[src/rtl/servo_frame_scheduler_pkg.sv]
// Shared constants, state encoding and width helper for the servo frame scheduler.
package servo_frame_scheduler_pkg;

    localparam int         SRV_POS_W      = 10;
    localparam logic [9:0] SRV_POS_CENTER = 10'd512;
    localparam int         SRV_CH_W       = 3;
    localparam int         SRV_WIDTH_W    = 11;

    typedef enum logic {
        SRV_RUN_HIGH = 1'b0,
        SRV_RUN_LOW  = 1'b1
    } srv_state_e;

    // Pulse width in ticks; 11 bits always hold base + 1023 for the supported bases.
    function automatic logic [SRV_WIDTH_W-1:0] srv_width(
        input logic [SRV_WIDTH_W-1:0] base,
        input logic [SRV_POS_W-1:0]   pos
    );
        return base + {1'b0, pos};
    endfunction

endpackage

[src/rtl/servo_frame_scheduler_tick_gen.sv]
// Tick prescaler for the servo frame scheduler: one tick every TICK_DIV clocks.
module srv_tick_gen #(
    parameter int TICK_DIV = 8
) (
    input  logic clk_i,
    input  logic rst_i,
    output logic tick_o
);

    localparam int               PRE_W    = (TICK_DIV > 1) ? $clog2(TICK_DIV) : 1;
    localparam logic [PRE_W-1:0] PRE_LAST = PRE_W'(TICK_DIV - 1);

    logic [PRE_W-1:0] pre_q;
    logic [PRE_W-1:0] pre_d;

    assign tick_o = (pre_q == PRE_LAST);

    always_comb begin
        pre_d = pre_q + 1'b1;
        if (tick_o) begin
            pre_d = '0;
        end
    end

    always_ff @(posedge clk_i) begin
        if (rst_i) begin
            pre_q <= '0;
        end else begin
            pre_q <= pre_d;
        end
    end

endmodule

[src/rtl/servo_frame_scheduler.sv]
// Multiplexes one slot counter across NUM_CH servo outputs with frame-aligned position updates.
// Optional per-channel enable mask is built in when SRV_CH_ENABLE_EN is defined.
module servo_frame_scheduler
    import servo_frame_scheduler_pkg::*;
#(
    parameter int NUM_CH     = 6,
    parameter int TICK_DIV   = 8,
    parameter int SLOT_TICKS = 3333,
    parameter int PULSE_BASE = 988
) (
    input  logic                 clk,
    input  logic                 rst,
    input  logic                 wr_en,
    input  logic [SRV_CH_W-1:0]  wr_ch,
    input  logic [SRV_POS_W-1:0] wr_pos,
`ifdef SRV_CH_ENABLE_EN
    input  logic [NUM_CH-1:0]    en_mask,
`endif
    output logic [NUM_CH-1:0]    Servo,
    output logic                 frame_start,
    output logic [SRV_CH_W-1:0]  cur_ch
);

    localparam int                     CNT_W    = (SLOT_TICKS > 1) ? $clog2(SLOT_TICKS) : 1;
    localparam logic [CNT_W-1:0]       CNT_LAST = CNT_W'(SLOT_TICKS - 1);
    localparam logic [SRV_CH_W-1:0]    CH_LAST  = SRV_CH_W'(NUM_CH - 1);
    localparam logic [SRV_CH_W:0]      CH_COUNT = (SRV_CH_W + 1)'(NUM_CH);
    localparam logic [SRV_WIDTH_W-1:0] BASE_W   = SRV_WIDTH_W'(PULSE_BASE);

    logic tick;
    logic slotEnd;
    logic frameEnd;
    logic wrHit;
    logic pulseActive;
    logic [SRV_WIDTH_W-1:0] pulseWidth;

    srv_state_e            state_q, state_d;
    logic [CNT_W-1:0]      slotCnt_q, slotCnt_d;
    logic [SRV_CH_W-1:0]   curCh_q, curCh_d;
    logic [NUM_CH-1:0]     servo_q, servo_d;
    logic                  frameStart_q, frameStart_d;
    logic [SRV_POS_W-1:0]  shadowPos_q [NUM_CH];
    logic [SRV_POS_W-1:0]  shadowPos_d [NUM_CH];
    logic [SRV_POS_W-1:0]  actPos_q [NUM_CH];
    logic [SRV_POS_W-1:0]  actPos_d [NUM_CH];
`ifdef SRV_CH_ENABLE_EN
    logic [NUM_CH-1:0]     actEn_q, actEn_d;
`endif

    srv_tick_gen #(
        .TICK_DIV (TICK_DIV)
    ) u_tick_gen (
        .clk_i  (clk),
        .rst_i  (rst),
        .tick_o (tick)
    );

    assign slotEnd    = tick && (slotCnt_q == CNT_LAST);
    assign frameEnd   = slotEnd && (curCh_q == CH_LAST);
    assign wrHit      = wr_en && ({1'b0, wr_ch} < CH_COUNT);
    assign pulseWidth = srv_width(BASE_W, actPos_q[curCh_q]);

    // Slot FSM: high phase until the counter reaches the pulse width, low until the slot wraps.
    always_comb begin
        state_d   = state_q;
        slotCnt_d = slotCnt_q;
        curCh_d   = curCh_q;
        if (tick) begin
            if (slotEnd) begin
                slotCnt_d = '0;
                curCh_d   = (curCh_q == CH_LAST) ? '0 : curCh_q + 1'b1;
                state_d   = SRV_RUN_HIGH;
            end else begin
                slotCnt_d = slotCnt_q + 1'b1;
                if ((state_q == SRV_RUN_HIGH) && (32'(slotCnt_d) == 32'(pulseWidth))) begin
                    state_d = SRV_RUN_LOW;
                end
            end
        end
    end

    always_comb begin
        pulseActive = (state_q == SRV_RUN_HIGH) && (32'(slotCnt_q) < 32'(pulseWidth));
`ifdef SRV_CH_ENABLE_EN
        pulseActive = pulseActive && actEn_q[curCh_q];
`endif
        servo_d      = '0;
        if (pulseActive) begin
            servo_d = NUM_CH'(1) << curCh_q;
        end
        frameStart_d = frameEnd;
    end

    // A write landing on the boundary cycle flows through shadowPos_d straight into act.
    always_comb begin
        for (int k = 0; k < NUM_CH; k++) begin
            shadowPos_d[k] = shadowPos_q[k];
            if (wrHit && (wr_ch == SRV_CH_W'(k))) begin
                shadowPos_d[k] = wr_pos;
            end
            actPos_d[k] = frameEnd ? shadowPos_d[k] : actPos_q[k];
        end
`ifdef SRV_CH_ENABLE_EN
        actEn_d = frameEnd ? en_mask : actEn_q;
`endif
    end

    always_ff @(posedge clk) begin
        if (rst) begin
            state_q      <= SRV_RUN_HIGH;
            slotCnt_q    <= '0;
            curCh_q      <= '0;
            servo_q      <= '0;
            frameStart_q <= 1'b0;
            for (int k = 0; k < NUM_CH; k++) begin
                shadowPos_q[k] <= SRV_POS_CENTER;
                actPos_q[k]    <= SRV_POS_CENTER;
            end
`ifdef SRV_CH_ENABLE_EN
            actEn_q      <= '0;
`endif
        end else begin
            state_q      <= state_d;
            slotCnt_q    <= slotCnt_d;
            curCh_q      <= curCh_d;
            servo_q      <= servo_d;
            frameStart_q <= frameStart_d;
            for (int k = 0; k < NUM_CH; k++) begin
                shadowPos_q[k] <= shadowPos_d[k];
                actPos_q[k]    <= actPos_d[k];
            end
`ifdef SRV_CH_ENABLE_EN
            actEn_q      <= actEn_d;
`endif
        end
    end

    assign Servo       = servo_q;
    assign frame_start = frameStart_q;
    assign cur_ch      = curCh_q;

endmodule

[config.mk]
export PLATFORM = sky130hd
export DESIGN_NAME = servo_frame_scheduler
export DESIGN_NICKNAME = d
export VERILOG_FILES = /design/src/rtl/servo_frame_scheduler_pkg.sv /design/src/rtl/servo_frame_scheduler_tick_gen.sv /design/src/rtl/servo_frame_scheduler.sv
export SDC_FILE = /design/constraint.sdc
export NUM_CORES = 1
export LEC_CHECK = 0
export ABC_CLOCK_PERIOD_IN_PS = 6300
export BUFFER_PORTS_ARGS = -buffer_cell sky130_fd_sc_hd__buf_2
export CORE_AREA = 3 3 125 103
export DETAILED_ROUTE_END_ITERATION = 10
export DIE_AREA = 0 0 128 106
export PLACE_DENSITY = 0.75
export SETUP_SLACK_MARGIN = 0.15
export SYNTH_ARGS = -nofsm -noshare
export SYNTH_HDL_FRONTEND = slang
export SYNTH_SLANG_ARGS = --single-unit
[constraint.sdc]
create_clock -name clk -period 6.3 [get_ports clk]
set_input_delay 0.945 -clock clk [delete_from_list [all_inputs] [get_ports clk]]
set_output_delay 0.945 -clock clk [all_outputs]
set_load 0.005 [all_outputs]
Yosys cells after proc, flatten, opt, wreduce, memory -nomap -nowiden
Memory sizes are Yosys's and may differ from the RTL's. A register that Yosys moved wholly into a read port is not among the register bits.
Cells that the tools add are included.

cells by class
  reductions and logical operators = 18
  bitwise gates (word level) = 14
  equal/unequal tests = 10
  mux-type cells = 33
  $lt $le $gt $ge = 2
  shift operators = 1
  add/sub/neg operators = 4

operators by type and width
  kind                                                  count
  2-to-1 mux 10 bit                                     24
  adder 12 x 1 -> 12 bit (second input constant)        1
  equality test 12 x 11 -> 1 bit                        1
  equality test 12 bit (second input constant)          1
  equality test 3 bit (second input constant)           4
  < comparator 12 x 11 -> 1 bit                         1
  2-to-1 mux 12 bit                                     1
  OR 1 bit                                              12
  adder 10 x 10 -> 11 bit (first input constant)        1
  logical AND 1 bit                                     11
  2-to-1 mux 3 bit                                      3
  adder 3 x 1 -> 3 bit (second input constant)          2
  equality test 3 x 2 -> 1 bit (second input constant)  2
  AND reduction 2 bit                                   3
  << shifter 1 x 3 -> 6 bit (first input constant)      1
  2-to-1 mux 1 bit                                      5
  OR reduction 2 bit                                    2
  equality test 3 x 1 -> 1 bit (second input constant)  1
  logical NOT 3 bit                                     1
  < comparator 3 bit (second input constant)            1
  inverter 1 bit                                        2
  nonzero test 2 bit                                    1
  inequality test 1 bit (second input constant)         1

storage, ports and cells
  memories = 2
  register bits after elaboration = 26
  memory bits (writable) = 120
  bits of input ports = 16
  output and inout port bits = 10
  logic and storage cells = 90

memory list
  memory       words  bits a word  read ports  clocked after Yosys merged registers in  wr ports  RTL line                     source
  actPos_q     6      10           1           1                                        6         servo_frame_scheduler.sv:44  logic [SRV_POS_W-1:0] actPos_q [NUM_CH];
  shadowPos_q  6      10           6           0                                        6         servo_frame_scheduler.sv:42  logic [SRV_POS_W-1:0] shadowPos_q [NUM_CH];

Depth between registers and ports, before layout
  depth in word-level cells = 6
  depth in mapped cells = 14

By module
A second synthesis with hierarchy kept.

second synthesis, totals
  cells, all modules = 657
  area, all modules = 6675.2 µm²

by module, submodules not included
  module                 sequential area each (µm²)  cells each  times used  area each (µm²)
  servo_frame_scheduler  3523.4                      649         1           6570.1
  srv_tick_gen           60.1                        8           1           105.1

Least setup slack after synthesis
Ideal clock, no wire load.

  path type = register to register
  start = reg slotCnt_q[0]
  end = mem actPos_q[0][0] (enable)
  library setup time = 0.392 ns
  arrival = 2.733 ns
  period minus slack after synthesis = 3.125 ns
  required time = 5.908 ns
  buffers on the path = 1
  slack = 3.175 ns
  stages on the path, launching flop included = 8
  cell sequence = dfxtp_1 -> inv_1 -> ha_1 -> or4b_1 -> nor3_1 -> and4b_1 -> clkbuf_1 -> or2_2

RTL lines
  item                      RTL line                      source
  start: declaration        servo_frame_scheduler.sv:38   logic [CNT_W-1:0] slotCnt_q, slotCnt_d;
  start signal: assignment  servo_frame_scheduler.sv:124  slotCnt_q <= slotCnt_d;
  end: declaration          servo_frame_scheduler.sv:44

==> flow_metrics.py <==
metrics = {
    "floorplanning": {
        "die_w_um": 128,
        "die_h_um": 106,
        "die_area_um2": 13600,
        "initial_core_util_pct": 58.2,
        "row_count": 35,
        "core_area_um2": 11600,
        "io-pin-count": 26,
    },
    "synth": {
        "syn_avg_cell_area_um2": 10.3,
        "synth-edff-count": 60,
        "ys_seq_elements": 149,
        "syn-cell-area_um2": 6730,
        "synth-async-reset-ratio_pct": 0,
        "syn_inst": 653,
        "ys_types": 54,
        "synthFlopType": "dfxtp_1",
        "yosysSeqAreaShare_pct": 53.2,
        "yosys_warnings": 0,
        "synth_fp_nets": 685,
    },
    "clocking": {
        "cts_inserted_buffers": 17,
        "clock_latency_ps": 420,
        "cts_hold_buf": 0,
        "clock_sinks": 149,
        "htreeDepth": 4,
        "cts_resized": 0,
        "cts_setup_buffers": 0,
        "cts_tree": "yes",
        "cts_root_buffer": "clkbuf_16",
        "clockBufferDepth": 2,
        "clkTransAtPathRegs_ps": 60,
    },
    "detailed_routing": {
        "vias": 4888,
        "routedWlPerCell_um": 18.8,
        "firstDrtPassIters": 7,
        "detail-route-antenna-nets": 0,
        "wl_mm": 15.6,
        "first_iter_violations": 393,
        "via_per_inst": 5.88,
        "drc_errors": 0,
    },
    "power_and_ir_drop": {
        "p_seq_share_pct": 48.6,
        "ir_drop_mv": 0.204,
        "comb_power_share_pct": 5.0,
        "p_switching_w": 0.000481,
        "power_leakage_nw": 2.68,
        "internal-power_w": 0.00166,
        "p_per_area_nw_per_um2": 285,
        "p_sw_share_pct": 22.4,
        "clkPwrFrac_pct": 46.4,
    },
    "cells_and_area": {
        "synthToLayoutAreaGrowth_pct": 11.7,
        "n_antenna_cell": 0,
        "nNetsFinal": 702,
        "fillers": 926,
        "drive_above_1_share_pct": 13.5,
        "fin_area_um2": 7520,
    },
    "place": {
        "port_buffers": 25,
        "gp_congestion": 0.841,
        "dpl.hpwl_mm": 9.94,
        "placed_area_um2": 6930,
    },
    "timing": {
        "min_period_over_period_pct": 66.6,
        "min_period_ps": 4190,
        "rsz0062_at_grt": "no",
        "setup_viol": 0,
        "fin_setup_tns_ps": 0,
        "slew_violations": 0,
        "final_hold_viol_count": 0,
        "fin_skew_ps": 7.97,
        "max_slew_margin_pct": 20.8,
        "max_freq_mhz": 238,
        "tightest_slew_ps": 1190,
    },
    "critical_path": {
        "crit_path_top_delay_cell": "dfxtp_1",
        "slowest_delay_ps": 1100,
        "path_cells": "mux2_1, mux4_2, inv_1, ha_1, a21oi_1, nand2b_1, xor2_1, ha_1, a21oi_1, nor2b_1, o21ai_0, nand2_1, nor4b_1",
        "path_max_fanout": 22,
        "end_kind": "flop",
        "cp.arrival_ps": 4510,
        "cp-start-kind": "flop",
        "critical_path_class": "reg2reg",
        "cp.required_ps": 6610,
    },
    "flow_run": {
        "maxCapViolCount": 0,
    },
    "grt": {
        "grt_pass1_vias": 4917,
        "grt_usage_pct": 24.0,
        "grt_pass1_wl_mm": 25.1,
        "grt_max_degree": 63,
        "antenna_found_initial": 0,
        "grt.overflow.total": 0,
    },
    "worst_hold_path": {
        "hold_class": "reg2reg",
    },
    "outcome": {
        "status": "completed",
    },
}
## through the flow
step | util, % | cells | total power, W | setup WS [ps] | hold WS [ps]
after detailed placement | 59.9 | 799 | 0.00117 | 2180 | 448
after global placement | 59.9 | 799 | 0.00116 | 2410 | 416
final | 65.1 | 831 | 0.00214 | 2110 | 455
after floorplan | - | 653 | 0.00113 | 3170 | 404
after CTS | 65.1 | 831 | 0.00215 | 2120 | 457
after global routing | 65.1 | 831 | 0.00220 | 1850 | 476
## final cells by class
cell class                 instances  area [um^2]  area share, %
timing repair buffer              29          155           2.06
clock inverter                     9         61.3          0.815
inverter                          15         61.3          0.815
sequential                       149         3580           47.6
multi-input combinational        458         2940           39.1
clock buffer                      23          531           7.05
tap                              148          185           2.46
## placed cells by master (no fill, tap or decap), types with 3 or more instances in the layout
cell type and n:
nand2_1 139, dfxtp_1 89, a21oi_1 63, edfxtp_1 60
and2_1 57, buf_2 25, clkbuf_16 19, nor2_1 18
xnor2_1 16, ha_1 16, inv_1 14, mux2i_1 13
o21ai_0 13, mux4_2 11, nand3_1 10, mux2_1 8
xor2_1 8, mux2_2 6, nand2b_1 6, nor3_1 6
nor2b_1 6, nor4_1 5, clkinv_4 4, mux2_4 4
nand4b_1 4, o21a_1 4, and3_1 4, and2_0 4
a211oi_1 4, or3_1 4, clkbuf_8 4, clkinv_2 4
buf_4 4, nor3_2 3, a22o_1 3
## routing by layer
metal / vias to the layer above / track usage, % / routed length [um]
met5: - / 0 / 0
met4: 0 / 9.62 / 218
met3: 28 / 5.58 / 1280
met2: 197 / 37.4 / 7460
met1: 2378 / 32.5 / 6690
li1: 2285 / - / -
## flip-flops by register name (all words and copies together), names as in the netlist, named ones only
register and count:
frame_start 1, cur_ch 3, u_tick_gen.pre_q 3, shadowPos_q 60
slotCnt_q 12, actPos_q 60, state_q 1, Servo 6
## path summary, 6_finish.rpt
kind,start,endpoint,slack [ps],depth (start not counted)
min reg2reg,shadowPos_q[1][2],shadowPos_q[1][2],460,2
max,flop,Servo[0],2110,13
max reg2reg,flop,Servo[0],2110,13
min,shadowPos_q[1][2],shadowPos_q[1][2],460,2
## critical path: cells and delay by family, from the launching register on
kind,cells,cell delay (ps)
adders and majority gates,2,500
and+or+nand+nor,4,830
DFF,1,1100
xor gates and xnor gates,1,160
buffers and inverters,1,120
muxes,2,930
AOI/OAI and AO/OA,3,450
## cells in the mapped netlist (2+ instances only)
library cell | instances | share of area [%]
o22ai_1 | 2 | 0.19
nor4_1 | 5 | 0.46
o21a_1 | 4 | 0.45
xnor2_1 | 16 | 2.1
inv_1 | 14 | 0.78
buf_2 | 8 | 0.59
and2_1 | 57 | 5.3
and3_1 | 4 | 0.37
buf_6 | 3 | 0.50
nor2b_1 | 6 | 0.56
mux4_2 | 11 | 3.7
nor3_1 | 8 | 0.59
o21ai_0 | 13 | 0.97
nand3_1 | 10 | 0.74
o21ai_1 | 2 | 0.15
nand4b_1 | 4 | 0.52
or3_1 | 4 | 0.37
mux2i_1 | 13 | 1.9
nand2_1 | 139 | 7.7
nand3b_1 | 2 | 0.22
ha_1 | 16 | 3.0
nor2_1 | 18 | 1.0
nand2b_1 | 6 | 0.56
xor2_1 | 8 | 1.0
nor4b_1 | 2 | 0.26
dfxtp_1 | 89 | 26
clkbuf_1 | 17 | 0.95
mux2_1 | 8 | 1.3
and2_0 | 4 | 0.37
mux2_2 | 6 | 1.0
mux2_4 | 4 | 0.89
edfxtp_1 | 60 | 27
a21oi_1 | 63 | 4.7
a22o_1 | 3 | 0.39
a211oi_1 | 4 | 0.45
nand4_1 | 2 | 0.19
## power by group through the flow
stage	Sequential [W]	Clock, W	Combinational, W
2_1_floorplan	0.00106	0	0.0000714
3_3_place_gp	0.00106	0	0.000101
3_5_place_dp	0.00106	0	0.000106
4_1_cts	0.00104	0.000998	0.000107
5_1_grt	0.00104	0.00104	0.000118
6_report	0.00104	0.000994	0.000108
## cells by family (layout without fill, tap and decap cells)
logic type	count (synthesis)	in the layout	share of synthesized area [%]
buffers and inverters	46	76	3.20
XOR/XNOR	25	25	3.53
adder cells (fa/ha/maj)	16	16	2.97
AO/OA/AOI/OAI	94	94	7.64
multiplexers	42	42	8.85
flip-flops	149	149	53.2
AND/OR/NAND/NOR	281	281	20.6
Note: power is estimated with default switching activity, not from simulation.
